**config.mk**
```make
export PLATFORM = sky130hd
export DESIGN_NAME = mem_bus_peripheral
export DESIGN_NICKNAME = d
export VERILOG_FILES = /design/src/rtl/mem_bus_pkg.sv /design/src/rtl/mem_bus_peripheral_bus_timer.sv /design/src/rtl/mem_bus_peripheral.sv
export SDC_FILE = /design/constraint.sdc
export NUM_CORES = 1
export LEC_CHECK = 0
export CELL_PAD_IN_SITES_DETAIL_PLACEMENT = 2
export CELL_PAD_IN_SITES_GLOBAL_PLACEMENT = 2
export CORE_ASPECT_RATIO = 0.7
export CORE_UTILIZATION = 37
export DETAILED_ROUTE_END_ITERATION = 7
export GPL_ROUTABILITY_DRIVEN = 0
export PLACE_DENSITY_LB_ADDON = 0.1
export RECOVER_POWER = 50
export SKIP_CTS_REPAIR_TIMING = 1
export SLEW_MARGIN = 5
export SYNTH_ARGS = -nofsm -noshare
export SYNTH_HDL_FRONTEND = slang
export SYNTH_SLANG_ARGS = --single-unit
export TNS_END_PERCENT = 5
```
**constraint.sdc**
```tcl
create_clock -name clk -period 6.1 [get_ports clk]
set_input_delay 1.22 -clock clk [delete_from_list [all_inputs] [get_ports clk]]
set_output_delay 1.22 -clock clk [all_outputs]
set_load 0.01 [all_outputs]
```
**src/rtl/mem_bus_pkg.sv**
```systemverilog
// Shared constants for the memory-mapped peripheral block: register word
// offsets (Address[7:2]), TCON bit positions and the default window base.
package mem_bus_pkg;

    // Default base of the 256-byte peripheral window.
    localparam logic [31:0] DEFAULT_BASE_ADDR = 32'h4000_0000;

    // Register word offsets, i.e. byte offset >> 2.
    localparam logic [5:0] OFF_TH      = 6'h00;  // byte 0x00
    localparam logic [5:0] OFF_TL      = 6'h01;  // byte 0x04
    localparam logic [5:0] OFF_TCON    = 6'h02;  // byte 0x08
    localparam logic [5:0] OFF_LED     = 6'h03;  // byte 0x0C
    localparam logic [5:0] OFF_DIGI    = 6'h04;  // byte 0x10
    localparam logic [5:0] OFF_SYSTICK = 6'h05;  // byte 0x14

    // TCON bit indices.
    localparam int TCON_EN = 0;  // timer enable
    localparam int TCON_IE = 1;  // interrupt enable
    localparam int TCON_IS = 2;  // interrupt status (sticky)

    // Per-register write strobes produced by the address decoder.
    typedef struct packed {
        logic th;
        logic tl;
        logic tcon;
        logic led;
        logic digi;
    } reg_we_t;

endpackage

```
**src/rtl/mem_bus_peripheral_bus_timer.sv**
```systemverilog
// Reloadable up-counting timer: TH (reload), TL (count), TCON (control and
// sticky status) and the level interrupt.
// Optional prescaler enabled by defining TIMER_PRESCALE_EN.
module bus_timer
    import mem_bus_pkg::*;
#(
    parameter int PRESCALE_W = 4
) (
    input  logic        clk,
    input  logic        reset,
    input  logic        th_we,
    input  logic        tl_we,
    input  logic        tcon_we,
    input  logic [31:0] wdata,
    output logic [31:0] th,
    output logic [31:0] tl,
    output logic [2:0]  tcon,
    output logic        irq
);

    logic tick;
    logic overflow;
    logic set_is;

`ifdef TIMER_PRESCALE_EN
    logic [PRESCALE_W-1:0] presc;

    // Prescaler: free-runs while enabled, restarts whenever the count is
    // rewritten or the timer is stopped so the first period is always full.
    always_ff @(posedge clk or negedge reset) begin
        if (!reset) begin
            presc <= '0;
        end else if (!tcon[TCON_EN] || tl_we) begin
            presc <= '0;
        end else begin
            presc <= presc + PRESCALE_W'(1);
        end
    end

    assign tick = tcon[TCON_EN] && (presc == '1);
`else
    logic unused_prescale;
    assign unused_prescale = (PRESCALE_W > 0);
    assign tick            = tcon[TCON_EN];
`endif

    assign overflow = tick && (tl == 32'hFFFF_FFFF);
    assign set_is   = overflow && tcon[TCON_IE];

    // Reload register: plain CPU-written storage; the reload reads the value
    // held before this edge, so a same-cycle write lands after the reload.
    // NOTE: state is updated with <= so every register samples pre-edge values.
    always_ff @(posedge clk or negedge reset) begin
        if (!reset) begin
            th <= '0;
        end else if (th_we) begin
            th <= wdata;
        end
    end

    // Count register: a CPU write beats the tick in the same cycle.
    always_ff @(posedge clk or negedge reset) begin
        if (!reset) begin
            tl <= '0;
        end else if (tl_we) begin
            tl <= wdata;
        end else if (overflow) begin
            tl <= th;
        end else if (tick) begin
            tl <= tl + 32'd1;
        end
    end

    // Control/status: an overflow that sets the status wins over a software
    // clear in the same cycle so an interrupt is never dropped.
    always_ff @(posedge clk or negedge reset) begin
        if (!reset) begin
            tcon <= '0;
        end else if (tcon_we) begin
            tcon[TCON_EN] <= wdata[TCON_EN];
            tcon[TCON_IE] <= wdata[TCON_IE];
            tcon[TCON_IS] <= wdata[TCON_IS] | set_is;
        end else if (set_is) begin
            tcon[TCON_IS] <= 1'b1;
        end
    end

    assign irq = tcon[TCON_IE] & tcon[TCON_IS];

endmodule

```
**src/rtl/mem_bus_peripheral.sv**
```systemverilog
// Memory-mapped peripheral responder on the CPU data bus: address decode,
// LED and 7-segment registers, free-running SYSTICK and the read mux.
// The timer lives in bus_timer; TIMER_PRESCALE_EN adds its prescaler.
module mem_bus_peripheral
    import mem_bus_pkg::*;
#(
    parameter logic [31:0] BASE_ADDR  = DEFAULT_BASE_ADDR,
    parameter int          LED_W      = 12,
    parameter int          DIGI_W     = 12,
    parameter int          PRESCALE_W = 4
) (
    input  logic              clk,
    input  logic              reset,
    input  logic              MemRead,
    input  logic              MemWrite,
    input  logic [31:0]       Address,
    input  logic [31:0]       Write_data,
    output logic [31:0]       Read_data,
    output logic [LED_W-1:0]  leds,
    output logic [DIGI_W-1:0] digi,
    output logic              irq
);

    logic        hit;
    logic [5:0]  offset;
    reg_we_t     we;
    logic [31:0] th;
    logic [31:0] tl;
    logic [2:0]  tcon;
    logic [31:0] systick;
    logic [1:0]  unused_addr_lsb;

    assign hit             = (Address[31:8] == BASE_ADDR[31:8]);
    assign offset          = Address[7:2];
    assign unused_addr_lsb = Address[1:0];

    // Write decode: one strobe per writable register; SYSTICK and holes ignore stores.
    // NOTE: defaulting every output first keeps this block free of latches.
    always_comb begin
        we = '0;
        if (MemWrite && hit) begin
            unique case (offset)
                OFF_TH:   we.th   = 1'b1;
                OFF_TL:   we.tl   = 1'b1;
                OFF_TCON: we.tcon = 1'b1;
                OFF_LED:  we.led  = 1'b1;
                OFF_DIGI: we.digi = 1'b1;
                default:  ;
            endcase
        end
    end

    bus_timer #(
        .PRESCALE_W (PRESCALE_W)
    ) u_timer (
        .clk     (clk),
        .reset   (reset),
        .th_we   (we.th),
        .tl_we   (we.tl),
        .tcon_we (we.tcon),
        .wdata   (Write_data),
        .th      (th),
        .tl      (tl),
        .tcon    (tcon),
        .irq     (irq)
    );

    // LED register: low LED_W bits of the store data.
    always_ff @(posedge clk or negedge reset) begin
        if (!reset) begin
            leds <= '0;
        end else if (we.led) begin
            leds <= Write_data[LED_W-1:0];
        end
    end

    // 7-segment register: low DIGI_W bits of the store data.
    always_ff @(posedge clk or negedge reset) begin
        if (!reset) begin
            digi <= '0;
        end else if (we.digi) begin
            digi <= Write_data[DIGI_W-1:0];
        end
    end

    // SYSTICK: free-running cycle counter, wraps naturally at 2^32.
    always_ff @(posedge clk or negedge reset) begin
        if (!reset) begin
            systick <= '0;
        end else begin
            systick <= systick + 32'd1;
        end
    end

    // Read mux: zero-latency, zero-extended, zero when not addressed.
    always_comb begin
        Read_data = 32'h0;
        if (MemRead && hit) begin
            unique case (offset)
                OFF_TH:      Read_data = th;
                OFF_TL:      Read_data = tl;
                OFF_TCON:    Read_data = {29'h0, tcon};
                OFF_LED:     Read_data = 32'(leds);
                OFF_DIGI:    Read_data = 32'(digi);
                OFF_SYSTICK: Read_data = systick;
                default:     Read_data = 32'h0;
            endcase
        end
    end

endmodule

```
==> key figures <==
Power
  – Power Density: ~210 mW/mm2
  – Max IR drop VDD: around 0.00014 V
  – Pleak: ~0.0037 uW

Clock tree
  – Maximum root-to-sink buffer count: 2
  – Clk slew on worst S/H paths: ~0.06 ns
  – Clock Latency Late Sink: approximately 0.44 ns
  – Clk sinks: about 120
  – Htree depth: 4
  – CTS tree: yes
  – Root buffer selected by CTS: clkbuf_16
  – Number of CTS-inserted buffers: 17

Setup path
  – Critical-path top delay cell: clkdlybuf4s50_1
  – CP Capture Type: primary output
  – Critical path class: in -> out
  – Critical Path AT: 3.98 ns
  – CP most frequent cell: clkdlybuf4s50_1
  – Crit start category: input pin
  – Critical Path Max Stage Delay: approximately 0.6 ns
  – Crit-path cells: clkdlybuf4s50_1, nor4_2, nand4_2, nor2_1, nand3_1, buf_4, a211oi_1, clkdlybuf4s50_1
  – R2R Path Start: systick[1]
  – Crit. Startpoint: Address[9]
  – R2r worst-path depth: 6
  – Crit path required time: a little under 5 ns
  – Crit-path max FO: 13

Timing
  – Worst Skew: 0.0126 ns
  – RSZ-0062 raised after global routing: false
  – Final setup TNS: 0 ns
  – Final period util: between 80 and 90%
  – Worst-Margin Slew: 4.25 ns
  – Setup violators final: 0
  – Slew margin rel.: -183%
  – Max Slew Vio Count: slightly below 80
  – Worst setup margin: about 0.9 ns
  – Fmax: between 0.15 and 0.2 GHz
  – Post-route minimum period: around 5.2 ns
  – Final hold violation count: 0

Floorplanning
  – # IOs: roughly 130
  – Row cnt: 42
  – Die span in y: roughly 120 um
  – Core Area: 0.0191 mm2
  – Starting density of the core: between 30% and 40%
  – Die X: about 170 um
  – Die ar.: between 0.02 and 0.025 mm2

Placement
  – Port Buf Inserts: 122
  – Placed insts: between 1000 and 1500
  – Post-DP HPWL: around 19000 um
  – Worst slack, placed: between 0.9 and 1 ns
  – DP Area: slightly below 0.009 mm2

Drt
  – DR DRC count: 0
  – Via-per-instance ratio: roughly 6.0
  – Vias: between 6000 and 7000
  – DRT Pass-1 Iters: 5
  – Number of DRC markers in iteration 0: 492
  – Routed Antenna Nets: 0
  – Post-DR wirelength/cell: about 25 um
  – Final WL: 27600 um

Yosys
  – Main synth FF type: dfrtp_1
  – Synth warn: 0
  – Syn Nets: approximately 780
  – Syn Inst Count: between 700 and 800
  – Post-synth ARST share: between 90% and 100%
  – Mean Syn Cell Area: 10.2 um2
  – EDFF count, synth: 0
  – Post-Synthesis Cell Area: roughly 0.0073 mm2
  – Sequential area share after synthesis: approximately 42%
  – Synth unique cells: 66
  – #FFs+latches synth: between 100 and 150

Min path
  – Worst hold path cell count: 1
  – Hold_sp: systick[18]
  – Worst Hold Class: reg -> reg

Final layout
  – Post-route insts no fill: roughly 1100
  – Share of post-route cells with drive strength above 1: between 10% and 20%
  – Final instance area: between 0.009 and 0.01 mm2
  – N_diodes: 0
  – Post-layout util: between 40% and 50%
  – Nets: a little under 900
  – Area growth syn-to-layout: 27.9%

Run status
  – Outcome: finished with violations
  – Failing checks: capacitance limit, slew limit

Global route
  – Largest net degree at the start of global routing: 78
  – Initial antenna violation count: 0
  – Vias in the first global route: around 7200
  – Gr usage total: 28.2%
  – First-pass GRT wire length: ~43000 um
  – Grt ovf: 0

Flow run
  – Maxcap violations: 1
-- flip-flops by register name, indices dropped and copies added, names as in the netlist --
signal and count:
systick 32, digi 12, u_timer.tcon 3, u_timer.tl 32
leds 12, u_timer.th 32
-- cells in the mapped netlist (6+ instances only) --
cell type	n	area, um2
a211oi_1	19	143
a21oi_1	26	130
a221oi_1	9	78.8
a222oi_1	14	140
a22o_1	20	175
and3_1	11	68.8
and4_1	10	87.6
buf_2	16	80.1
clkbuf_1	28	105
dfrtp_1	123	3080
inv_1	10	37.5
mux2_2	60	676
mux2i_1	26	260
nand2_1	52	195
nand3_1	23	115
nand3b_1	13	97.6
nand4_1	23	144
nor2_1	35	131
nor2b_1	10	62.6
nor3_1	24	120
nor3b_1	7	52.6
nor4_1	12	75.1
nor4_2	6	75.1
o21ai_0	11	55.1
or2_2	8	50.1
xnor2_1	32	280
xor2_1	13	114
-- power breakdown --
part	total [uW]	internal [uW]	switching, uW
clock network	1080	666	417
registers	816	816	0.000136
logic	95.2	44.3	50.9
total	2000	1530	468
-- layout make-up --
cell class,instances,area (um2)
fillers,1954,9780
multi-input cells,529,3920
flip-flops and latches,123,3080
repair buffers,135,1310
clock buffers,19,453
well taps,264,330
clock inverters,13,166
inverters,10,37.5
-- metal layers --
layer | part of all wire (%) | up-vias | GRT usage (%)
met5 | 0 | - | 0
li1 | - | 2906 | -
met1 | 47 | 3455 | 39.8
met3 | 6.0 | 23 | 6.05
met4 | 0.84 | 0 | 7.04
met2 | 46 | 216 | 44.1
-- worst max-delay path, delay by kind of cell --
kind	cells	cell delay [ns]
and+or+nand+nor	4	1.19
buffers and inverters	3	1.26
AOI/OAI and AO/OA	1	0.29
-- placed cells by master (no fill, tap or decap), types with 13 or more instances in the layout --
cell	instances
xor2_1	13
a211oi_1	19
nor3_1	24
mux2i_1	26
nand4_1	23
a21oi_1	26
nand3b_1	13
nor4_1	13
mux2_2	60
clkdlybuf4s50_1	112
a222oi_1	14
buf_4	13
dfrtp_1	123
clkbuf_16	17
a22o_1	20
nor2_1	35
nand2_1	52
nand3_1	23
xnor2_1	32
-- path summary, 6_finish.rpt --
path	end	slack [ns]
max in group asynchronous	u_timer.tl[12]	1.41
setup reg to reg	systick[28]	2.88
hold reg to reg	systick[18]	0.51
hold / removal	systick[18]	0.51
min in group asynchronous	leds[1]	2.26
setup / recovery	Read_data[10]	0.90
-- stage by stage --
stage	power, uW	hold WS, ns
global route	2040	0.543
floorplan	849	0.446
CTS	2010	0.507
global placement	923	0.471
detailed placement	927	0.488
finish	2000	0.507
-- kinds of logic (layout without fill, tap and decap cells) --
group	Yosys count	count (layout)	share of synthesized area, %
simple gates	256	256	20.8
compound gates	138	138	14.2
flops	123	123	42.4
mux	88	88	13.2
buf+inv	60	177	3.70
xor+xnor	45	45	5.43
fa+ha+maj	2	2	0.345
(Power assumes the default switching activity.)
